==> config.mk <==
export PLATFORM = sky130hd
export DESIGN_NAME = cmp_sequencer
export DESIGN_NICKNAME = d
export VERILOG_FILES = /design/src/rtl/alu_pkg.sv /design/src/rtl/cmp_sequencer.sv
export SDC_FILE = /design/constraint.sdc
export NUM_CORES = 1
export LEC_CHECK = 0
export BUFFER_PORTS_ARGS = -buffer_cell sky130_fd_sc_hd__buf_2
export CAP_MARGIN = 20
export CORE_ASPECT_RATIO = 0.6
export CORE_MARGIN = 1
export CORE_UTILIZATION = 35
export CTS_CLUSTER_SIZE = 24
export DETAILED_ROUTE_END_ITERATION = 10
export PLACE_DENSITY = 0.79
export SETUP_SLACK_MARGIN = 0.2
export SLEW_MARGIN = 20
export SYNTH_ARGS = -nofsm -noshare
export SYNTH_HDL_FRONTEND = slang
export SYNTH_SLANG_ARGS = --single-unit
==> constraint.sdc <==
create_clock -name CLK -period 4.7 [get_ports CLK]
set_clock_uncertainty 0.2 [all_clocks]
set_input_delay 0.94 -clock CLK [delete_from_list [all_inputs] [get_ports CLK]]
set_output_delay 0.94 -clock CLK [all_outputs]
set_load 0.005 [all_outputs]
==> src/rtl/alu_pkg.sv <==
// Shared definitions for the 16-bit ALU hierarchy:
// compare function codes, result codes, sequencer states.
package alu_pkg;

  localparam logic [1:0] FUN_NOP = 2'b00;
  localparam logic [1:0] FUN_EQ  = 2'b01;
  localparam logic [1:0] FUN_GT  = 2'b10;
  localparam logic [1:0] FUN_LT  = 2'b11;

  localparam int unsigned CODE_EQ = 1;
  localparam int unsigned CODE_GT = 2;
  localparam int unsigned CODE_LT = 3;

  typedef enum logic [2:0] {
    S_IDLE,
    S_EQ_ISSUE,
    S_EQ_WAIT,
    S_GT_ISSUE,
    S_GT_WAIT,
    S_RESP
  } cmp_state_e;

endpackage

==> src/rtl/cmp_sequencer.sv <==
// Drives the compare unit through EQ then GT operations and
// folds the result codes into a one-hot eq/gt/lt response.
module cmp_sequencer
  import alu_pkg::*;
#(
  parameter int Operand_SIZE = 16,
  parameter int ALU_OUT      = 32
) (
  input  logic                    CLK,
  input  logic                    RST,
  input  logic                    req_valid,
  output logic                    req_ready,
  input  logic [Operand_SIZE-1:0] req_A,
  input  logic [Operand_SIZE-1:0] req_B,
  output logic [Operand_SIZE-1:0] A,
  output logic [Operand_SIZE-1:0] B,
  output logic [1:0]              ALU_FUN,
  output logic                    CMP_Enable,
  input  logic [ALU_OUT-1:0]      CMP_OUT,
  output logic                    rsp_valid,
  input  logic                    rsp_ready,
  output logic                    rsp_eq,
  output logic                    rsp_gt,
  output logic                    rsp_lt,
  output logic                    rsp_err
);

  localparam logic [ALU_OUT-1:0] C_ZERO = '0;
  localparam logic [ALU_OUT-1:0] C_EQ = ALU_OUT'(CODE_EQ);
  localparam logic [ALU_OUT-1:0] C_GT = ALU_OUT'(CODE_GT);

  cmp_state_e state_q, state_d;

  logic [Operand_SIZE-1:0] a_q, a_d;
  logic [Operand_SIZE-1:0] b_q, b_d;
  logic [1:0] fun_q, fun_d;
  logic en_q, en_d;
  logic vld_q, vld_d;
  logic eq_q, eq_d;
  logic gt_q, gt_d;
  logic lt_q, lt_d;
  logic err_q, err_d;

  always_comb begin
    state_d = state_q;
    a_d     = a_q;
    b_d     = b_q;
    eq_d    = eq_q;
    gt_d    = gt_q;
    lt_d    = lt_q;
    err_d   = err_q;

    unique case (state_q)
      S_IDLE: begin
        if (req_valid) begin
          a_d     = req_A;
          b_d     = req_B;
          state_d = S_EQ_ISSUE;
        end
      end
      S_EQ_ISSUE: state_d = S_EQ_WAIT;
      S_EQ_WAIT: begin
        unique case (1'b1)
          (CMP_OUT == C_EQ): begin
            eq_d    = 1'b1;
            state_d = S_RESP;
          end
          (CMP_OUT == C_ZERO): begin
            state_d = S_GT_ISSUE;
          end
          default: begin
            err_d   = 1'b1;
            state_d = S_RESP;
          end
        endcase
      end
      S_GT_ISSUE: state_d = S_GT_WAIT;
      S_GT_WAIT: begin
        // zero after a failed EQ means strictly less
        unique case (1'b1)
          (CMP_OUT == C_GT):   gt_d  = 1'b1;
          (CMP_OUT == C_ZERO): lt_d  = 1'b1;
          default:             err_d = 1'b1;
        endcase
        state_d = S_RESP;
      end
      S_RESP: begin
        if (rsp_ready) begin
          eq_d    = 1'b0;
          gt_d    = 1'b0;
          lt_d    = 1'b0;
          err_d   = 1'b0;
          state_d = S_IDLE;
        end
      end
      default: state_d = S_IDLE;
    endcase

    // registered outputs follow the state being entered
    en_d  = (state_d == S_EQ_ISSUE) ||
            (state_d == S_GT_ISSUE);
    fun_d = FUN_NOP;
    if (state_d == S_EQ_ISSUE) fun_d = FUN_EQ;
    if (state_d == S_GT_ISSUE) fun_d = FUN_GT;
    vld_d = (state_d == S_RESP);
  end

  always_ff @(posedge CLK or negedge RST) begin
    if (!RST) begin
      state_q <= S_IDLE;
      a_q     <= '0;
      b_q     <= '0;
      fun_q   <= FUN_NOP;
      en_q    <= 1'b0;
      vld_q   <= 1'b0;
      eq_q    <= 1'b0;
      gt_q    <= 1'b0;
      lt_q    <= 1'b0;
      err_q   <= 1'b0;
    end else begin
      state_q <= state_d;
      a_q     <= a_d;
      b_q     <= b_d;
      fun_q   <= fun_d;
      en_q    <= en_d;
      vld_q   <= vld_d;
      eq_q    <= eq_d;
      gt_q    <= gt_d;
      lt_q    <= lt_d;
      err_q   <= err_d;
    end
  end

  assign req_ready  = (state_q == S_IDLE);
  assign A          = a_q;
  assign B          = b_q;
  assign ALU_FUN    = fun_q;
  assign CMP_Enable = en_q;
  assign rsp_valid  = vld_q;
  assign rsp_eq     = eq_q;
  assign rsp_gt     = gt_q;
  assign rsp_lt     = lt_q;
  assign rsp_err    = err_q;

endmodule

==> Yosys cells after proc, flatten, opt, wreduce, memory -nomap -nowiden <==
Index checks and enable logic that the tools add are counted.
{ "classes": {"reduce_logical": 13, "mux": 16, "eq_ne": 16} }
{ "ops": {"columns": ["operator", "count"], "rows": [
  ["32-bit by 1-bit == test with 1-bit output (second input constant)", 1],
  ["32-bit by 2-bit == test with 1-bit output (second input constant)", 1],
  ["32-bit zero test", 1],
  ["3-bit case mux with 6 select lines", 1],
  ["2-bit inequality test (second input constant)", 6],
  ["3-bit by 2-bit == test with 1-bit output (second input constant)", 3],
  ["3-bit == test (second input constant)", 3],
  ["3-bit two-way mux", 3],
  ["3-bit AND reduction", 3],
  ["1-bit two-way mux", 7],
  ["3-bit by 1-bit == test with 1-bit output (second input constant)", 2],
  ["1-bit case mux with 2 select lines", 3],
  ["4-bit AND reduction", 1],
  ["2-bit nonzero test", 2],
  ["2-bit OR reduction", 2],
  ["3-bit zero test", 1],
  ["1-bit case mux with 3 select lines", 1],
  ["3-bit nonzero test", 1],
  ["2-bit two-way mux", 1],
  ["2-bit AND reduction", 1],
  ["1-bit logical OR", 1]
]} }
{ "word_totals": {"inputBits": 68, "output_inout_bits": 41, "ff_bits": 43, "elab_cells": 55} }

==> Depth between registers and ports, before layout <==
Gate-level depths: netlist of the first run.
{ "logic_depth": {"word_depth": 6, "ltp_mapped": 6, "mapped_depth_nobuf": 4} }

==> Least setup slack after synthesis of the first run <==
Ideal clock, no wire load.
{ "synth_path": {"path_type": "input -> register", "from": "input CMP_OUT[5]", "to": "register state_q[2]", "path_stages": 3, "t_arrival_ns": 1.917, "setup_time_ns": 0.139, "setup_slack_ns": 2.444, "cell_sequence": "or4_4 nor4_4 a22oi_1"} }
{ "synth_between": {"elab_chain_cells": 3} }
{ "synth_rtl": {"columns": ["element", "line_no", "source"], "rows": [
  ["start: declaration", "cmp_sequencer.sv:19", "input logic [ALU_OUT-1:0] CMP_OUT,"],
  ["32-bit zero test", "cmp_sequencer.sv:68", "(CMP_OUT == C_ZERO): begin"],
  ["3-bit two-way mux", "cmp_sequencer.sv:63", "unique case (1'b1)"],
  ["3-bit case mux with 6 select lines", "cmp_sequencer.sv:53", "unique case (state_q)"],
  ["named net state_d[2]", "cmp_sequencer.sv:32", "cmp_state_e state_q, state_d;"],
  ["end signal: assignment", "cmp_sequencer.sv:121", "state_q <= state_d;"],
  ["end: declaration", "cmp_sequencer.sv:32", null]
]} }
The timed path passes the listed nets, and every way through them passes these cells.
A chain may end at the register's enable or synchronous reset.

==> Worst setup path after layout of the first run <==
{ "layout_path": {"from": "register state_q[1]", "to": "output req_ready"} }
{ "layout_between": {"elab_chain_cells": 1} }
{ "layout_rtl": {"columns": ["element", "line_no", "source"], "rows": [
  ["3-bit zero test", "cmp_sequencer.sv:134", "assign req_ready = (state_q == S_IDLE);"],
  ["end: declaration", "cmp_sequencer.sv:12", "output logic req_ready,"]
]} }
No other way between the ends.

==> flow_metrics.env, run 1 <==
export IMPL_io_buffers=108
export IMPL_clk_latency_ns=0.28
export IMPL_num_vias=1441
export IMPL_startpoint_type="flop"
export IMPL_hold_ws_ns=0.292
export IMPL_worstPathRequired_ns=3.56
export IMPL_syn_area_per_cell_sq_um=14.0
export IMPL_netlist_instances=130
export IMPL_drive_gt1_share_pct=65.8
export IMPL_critPathTopFamily="flip-flops"
export IMPL_dp_slack_ns=2.17
export IMPL_ctsHoldBuffers=0
export IMPL_place_congestion=0.860
export IMPL_setup_tns_ns=0
export IMPL_start_util_pct=38.2
export IMPL_fmax_ghz=0.436
export IMPL_grt_pass1_vias=1415
export IMPL_slew_viol_final=0
export IMPL_rsz0062_at_grt="false"
export IMPL_yosysSeqAreaShare_pct=59.0
export IMPL_powerDensity_mw_per_mm2=578
export IMPL_first_pass_iters=4
export IMPL_grt_usage_pct=16.3
export IMPL_crit_slowest_cell="dfrtp_1"
export IMPL_dpl_cell_area_sq_mm=0.00241
export IMPL_clk_pin_slew_worst_paths_ns=0.08
export IMPL_syn_num_nets=198
export IMPL_setup_worst_path_start="state_q[1]$_DFF_PN0_"
export IMPL_crit_cells=2
export IMPL_clockBufferDepth=2
export IMPL_die_h_um=57.9
export IMPL_r2r_start="state_q[1]$_DFF_PN0_"
export IMPL_cts_htree_levels=2
export IMPL_path_buf_inv=1
export IMPL_drc=0
export IMPL_syn2layout_area_growth_pct=38.3
export IMPL_multiInputGateArea_sq_um=704
export IMPL_pin_count=109
export IMPL_slowest_delay_ns=0.52
export IMPL_max_cap_violations=0
export IMPL_die_area_sq_mm=0.00551
export IMPL_cp_max_fo=14
export IMPL_stdcell_area_sq_mm=0.00252
export IMPL_dp_hpwl_mm=3.20
export IMPL_drt_total_wl_mm=4.16
export IMPL_end_kind="output port"
export IMPL_finalHoldViolCount=0
export IMPL_cp_arrival_ns=1.15
export IMPL_grt_max_degree=44
export IMPL_crit_type="reg -> out"
export IMPL_setup_viol=0
export IMPL_grt_first_pass_wirelength_mm=6.82
export IMPL_nFillCells=416
export IMPL_die_width_um=95.2
export IMPL_root_buffer="clkbuf_8"
export IMPL_layout_nets=307
export IMPL_worstRegToRegCells=4
export IMPL_path_cells="nor3_2 > buf_2"
export IMPL_cts_made_buffers=5
export IMPL_final_core_util_pct=52.8
export IMPL_antenna_found_initial=0
export IMPL_maxSlewHeadroom_pct=38.8
export IMPL_vdd_ir_drop_worst_uv=225
export IMPL_synthDistinctLibCells=31
export IMPL_ys_warnings_count=0
export IMPL_synthesis_area_sq_mm=0.00182
export IMPL_drt_iter0_drc=47
export IMPL_hold_path_class="reg -> reg"
export IMPL_core_area_sq_mm=0.00478
export IMPL_grt_overflow=0
export IMPL_min_period_ns=2.29
export IMPL_cts_sinks=43
export IMPL_finalWorstSetupSlack_ns=2.41
export IMPL_postCtsSetupBuffers=0
export IMPL_cts_tree="built"
export IMPL_hold_path_startpoint="rsp_gt$_DFFE_PN0P_"
export IMPL_cts_resized_gates=0
export IMPL_post_drt_wl_per_cell_um=13.7
export IMPL_register_area_sq_mm=0.00108
export IMPL_worst_slew_pin_transition_ns=0.918
export IMPL_hold_depth=1
export IMPL_leakage_nw=1.26
export IMPL_vias_per_cell=4.76
export IMPL_period_share_pct=48.8
export IMPL_status="complete, no violations"
export IMPL_rows=19
export IMPL_ys_seq_elements=43
export IMPL_ant_nets=0
export IMPL_n_antenna_cell=0
==> state kept, by name, indices dropped and copies added, names as in the netlist <==
name        flops
ALU_FUN         2
A              16
rsp_eq          1
CMP_Enable      1
B              16
state_q         3
rsp_lt          1
rsp_valid       1
rsp_err         1
rsp_gt          1
==> per-stage QoR <==
| stage | total power [mW] | instances |
|---|---|---|
| 3_3_place_gp | 1.17 | 295 |
| 4_1_cts | 1.48 | 303 |
| 5_1_grt | 1.57 | 303 |
| 6_report | 1.46 | 303 |
| 3_5_place_dp | 1.19 | 295 |
| 2_1_floorplan | 0.953 | 130 |
==> worst reg2reg max path, delay by kind of cell (launching register included) <==
family	cells	cell delay, ns
muxes	1	0.41
DFF	1	0.52
and+or+nand+nor	2	0.35
buffers and inverters	1	0.37
==> routing by layer <==
metal  track usage (%)  vias up  wire (um)
li1                  -      686          -
met1              22.4      693       1920
met2              25.8       60       1880
met3              4.99        2        349
met4              3.25        0         16
met5                 0        -          0
==> power breakdown <==
part           total (mW)  switching, mW  internal [mW]
clock network       0.284          0.126          0.158
logic               0.530          0.214          0.316
registers           0.643          0.106          0.537
total                1.46          0.446           1.01
==> cells by family after synthesis <==
family                 Yosys count  synth area share, %
AO/OA/AOI/OAI                   12                 4.94
AND/OR/NAND/NOR                 35                 13.9
flip-flops                      43                 59.0
multiplexers                    32                 19.8
buffers and inverters            8                 2.40
==> worst paths after layout <==
check	to	slack, ns
max in group asynchronous	B[9]$_DFFE_PN0P_	3.14
min reg2reg	rsp_gt$_DFFE_PN0P_	0.29
max reg2reg	B[15]$_DFFE_PN0P_	2.74
min in group asynchronous	B[3]$_DFFE_PN0P_	0.58
min	rsp_gt$_DFFE_PN0P_	0.29
max	req_ready	2.41
==> cell usage after synthesis <==
cell	instances	share of area, %
nor4b_2	1	0.82
nor4_2	4	2.7
buf_2	2	0.55
and2_1	1	0.34
nor4_4	1	1.2
nor4_1	2	0.69
dfrtp_1	43	59
nor2b_1	3	1.0
nor2_1	8	1.6
a22o_1	1	0.48
inv_1	1	0.21
nand2b_1	1	0.34
a221oi_1	1	0.48
nand2_1	6	1.2
a31o_1	2	0.96
a32o_1	2	1.1
o21ai_0	2	0.55
nand4_2	1	0.69
clkbuf_1	2	0.41
o21ai_1	1	0.27
and3b_1	1	0.48
nor3b_1	2	0.82
mux2_2	32	20
and3_1	1	0.34
nor3_2	1	0.55
a31oi_1	1	0.34
o22ai_1	1	0.34
a22oi_1	1	0.41
or4_4	1	0.62
nand3b_1	1	0.41
buf_4	3	1.2
==> cell type report <==
cell class              instances  share of cell area [%]
flip-flops and latches         43                    42.6
multi-input cells              79                    27.9
repair buffers                109                    21.7
well taps                      63                    3.12
clock buffers                   5                    2.73
clock inverters                 3                    1.74
inverters                       1                   0.149
==> layout by cell type, fill, tap and decap left out, types with 2 or more instances in the layout <==
master,n
a31o_1,2
a32o_1,2
buf_2,108
clkbuf_8,5
dfrtp_1,43
mux2_2,32
nand2_1,6
nor2_1,8
nor2b_1,3
nor3b_1,2
nor4_1,2
nor4_2,4
o21ai_0,2
(Power assumes the default switching activity.)
==> run 2: changes to the inputs <==
PLACE_DENSITY = 0.81   (was 0.79)
clock period = 2 ns   (was 4.7 ns; I/O delays follow)
==> run 2 against run 1 <==
Sequential share of layout area fell by 1.7 points; routed wire length fell by 8.8%; worst setup slack worse by 2.1 ns; clock power grew to 2.7 times the previous value; non-clock buffer count is 6 higher.
==> flow_metrics.env, run 2 (synthesis results as in run 1) <==
export IMPL_clk_pin_slew_worst_paths_ns=0.08
export IMPL_dp_hpwl_mm=3.03
export IMPL_p_sw_share_pct=28.4
export IMPL_num_vias=1448
export IMPL_endpoint="B[9]$_DFFE_PN0P_"
export IMPL_grt_first_pass_wirelength_mm=6.40
export IMPL_drc=0
export IMPL_r2r_start="state_q[2]$_DFF_PN0_"
export IMPL_setup_worst_path_start="state_q[2]$_DFF_PN0_"
export IMPL_die_area_sq_mm=0.00551
export IMPL_slowest_delay_ns=0.39
export IMPL_grt_max_degree=23
export IMPL_worstPathRequired_ns=1.97
export IMPL_layout_commonest_cell="buf_2"
export IMPL_n_antenna_cell=0
export IMPL_die_h_um=57.9
export IMPL_cp_max_fo=19
export IMPL_drt_iter0_drc=50
export IMPL_path_cells="nor3_2 > and2_1 > buf_12 > mux2_2"
export IMPL_worst_r2r_endpoint="B[9]$_DFFE_PN0P_"
export IMPL_start_util_pct=38.2
export IMPL_fmax_ghz=0.578
export IMPL_cts_resized_gates=0
export IMPL_powerDensity_mw_per_mm2=1380
export IMPL_rrSetupSlack_ns=0.27
export IMPL_grt_usage_pct=15.4
export IMPL_cts_tree="built"
export IMPL_cts_htree_levels=2
export IMPL_p_seq_share_pct=40.1
export IMPL_place_congestion=0.763
export IMPL_maxSlewHeadroom_pct=65.4
export IMPL_period_share_pct=86.4
export IMPL_clockPowerShare_pct=21.5
export IMPL_p_int_mw=2.59
export IMPL_drt_total_wl_mm=3.80
export IMPL_vias_per_cell=4.69
export IMPL_antenna_found_initial=0
export IMPL_layout_nets=313
export IMPL_vdd_ir_drop_worst_uv=691
export IMPL_max_cap_violations=0
export IMPL_comb_power_share_pct=38.5
export IMPL_status="complete, no violations"
export IMPL_worstRegToRegCells=4
export IMPL_cp_arrival_ns=1.70
export IMPL_slew_viol_final=0
export IMPL_setup_viol=0
export IMPL_setup_tns_ns=0
export IMPL_clockBufferDepth=2
export IMPL_cts_sinks=43
export IMPL_first_pass_iters=4
export IMPL_crit_slowest_cell="dfrtp_1"
export IMPL_rsz0062_at_grt="false"
export IMPL_finalHoldViolCount=0
export IMPL_rows=19
export IMPL_cts_made_buffers=5
export IMPL_io_buffers=108
export IMPL_grt_overflow=0
export IMPL_clk_latency_ns=0.28
export IMPL_worst_slew_pin_transition_ns=0.519
export IMPL_end_kind="flop"
export IMPL_mostFrequentLayoutCells="108 x buf_2, 43 x dfrtp_1, 32 x mux2_2"
export IMPL_hold_ws_ns=0.141
export IMPL_post_drt_wl_per_cell_um=12.3
export IMPL_die_width_um=95.2
export IMPL_syn2layout_area_growth_pct=44.1
export IMPL_grt_pass1_vias=1405
export IMPL_min_period_ns=1.73
export IMPL_pin_count=109
export IMPL_crit_type="reg -> reg"
export IMPL_leakage_nw=1.31
export IMPL_ant_nets=0
export IMPL_hold_path_class="in -> reg"
export IMPL_drive_gt1_share_pct=65.9
export IMPL_startpoint_type="flop"
export IMPL_power_switching_mw=1.03
export IMPL_core_area_sq_mm=0.00478
export IMPL_root_buffer="clkbuf_8"
-- run 2: cell count changes in the layout (fill, tap and decap cells not counted) --
cell / delta
clkbuf_1: +1
clkinv_2: -1
buf_4: +2
clkinv_4: -1
bufinv_16: +1
dlygate4sd3_1: +1
buf_12: +3
-- run 2: power by group through the flow --
stage	clock network, mW	logic, mW	registers [mW]
global route	0.855	1.54	1.50
CTS	0.810	1.42	1.45
finish	0.777	1.39	1.45
global placement	0	1.39	1.45
floorplan	0	0.743	1.50
detailed placement	0	1.42	1.46
-- run 2: worst max-delay path: cells and delay by family (launching register included) --
family                 cells  cell delay, ns
buffers and inverters      1            0.19
DFF                        1            0.39
muxes                      1            0.35
and+or+nand+nor            2            0.48
-- run 2: cell type report --
cell class	count	area (sq um)
Clock buffer	6	72.6
Clock inverter	2	60.1
Fill cell	412	2150
Inverter	1	3.75
Multi-Input combinational cell	79	704
Sequential cell	43	1080
Tap cell	63	78.8
Timing Repair Buffer	115	633
-- run 2: metrics by stage --
stage | utilization [%] | cell area [sq um] | worst slack (ns) | power, mW | std cells
after floorplan | - | 1820 | 0.256 | 2.24 | 130
after global placement | 52.0 | 2490 | 0.0750 | 2.84 | 300
after detailed placement | 52.0 | 2490 | 0.0601 | 2.88 | 300
after CTS | 55.0 | 2630 | 0.282 | 3.68 | 309
after global routing | 55.0 | 2630 | 0.246 | 3.90 | 309
final | 55.0 | 2630 | 0.271 | 3.62 | 309
-- run 2: metal layers --
metal	up-vias	wire length, um	track usage [%]
met4	0	34	5.63
met2	68	1600	21.8
li1	704	-	-
met1	671	1840	21.6
met3	5	319	5.64
met5	-	0	0
-- run 2: worst min path at each step --
stage	start	cells past startpoint	to	slack [ns]
4_1_cts	req_A[1]	2	A[1]$_DFFE_PN0P_	0.12
5_1_grt	req_B[12]	2	B[12]$_DFFE_PN0P_	0.12
2_1_floorplan	RST	0	ALU_FUN[0]$_DFF_PN0_	-0.1
3_3_place_gp	RST	1	B[13]$_DFFE_PN0P_	0.20
3_5_place_dp	RST	1	B[13]$_DFFE_PN0P_	0.20
6_report	req_A[1]	2	A[1]$_DFFE_PN0P_	0.14
-- run 2: timing repair --
action                     in CTS  in global routing
buffers inserted                0                  0
setup endpoints to repair       0                  0
hold endpoints to repair       21                  0
hold buffers                    1                  0
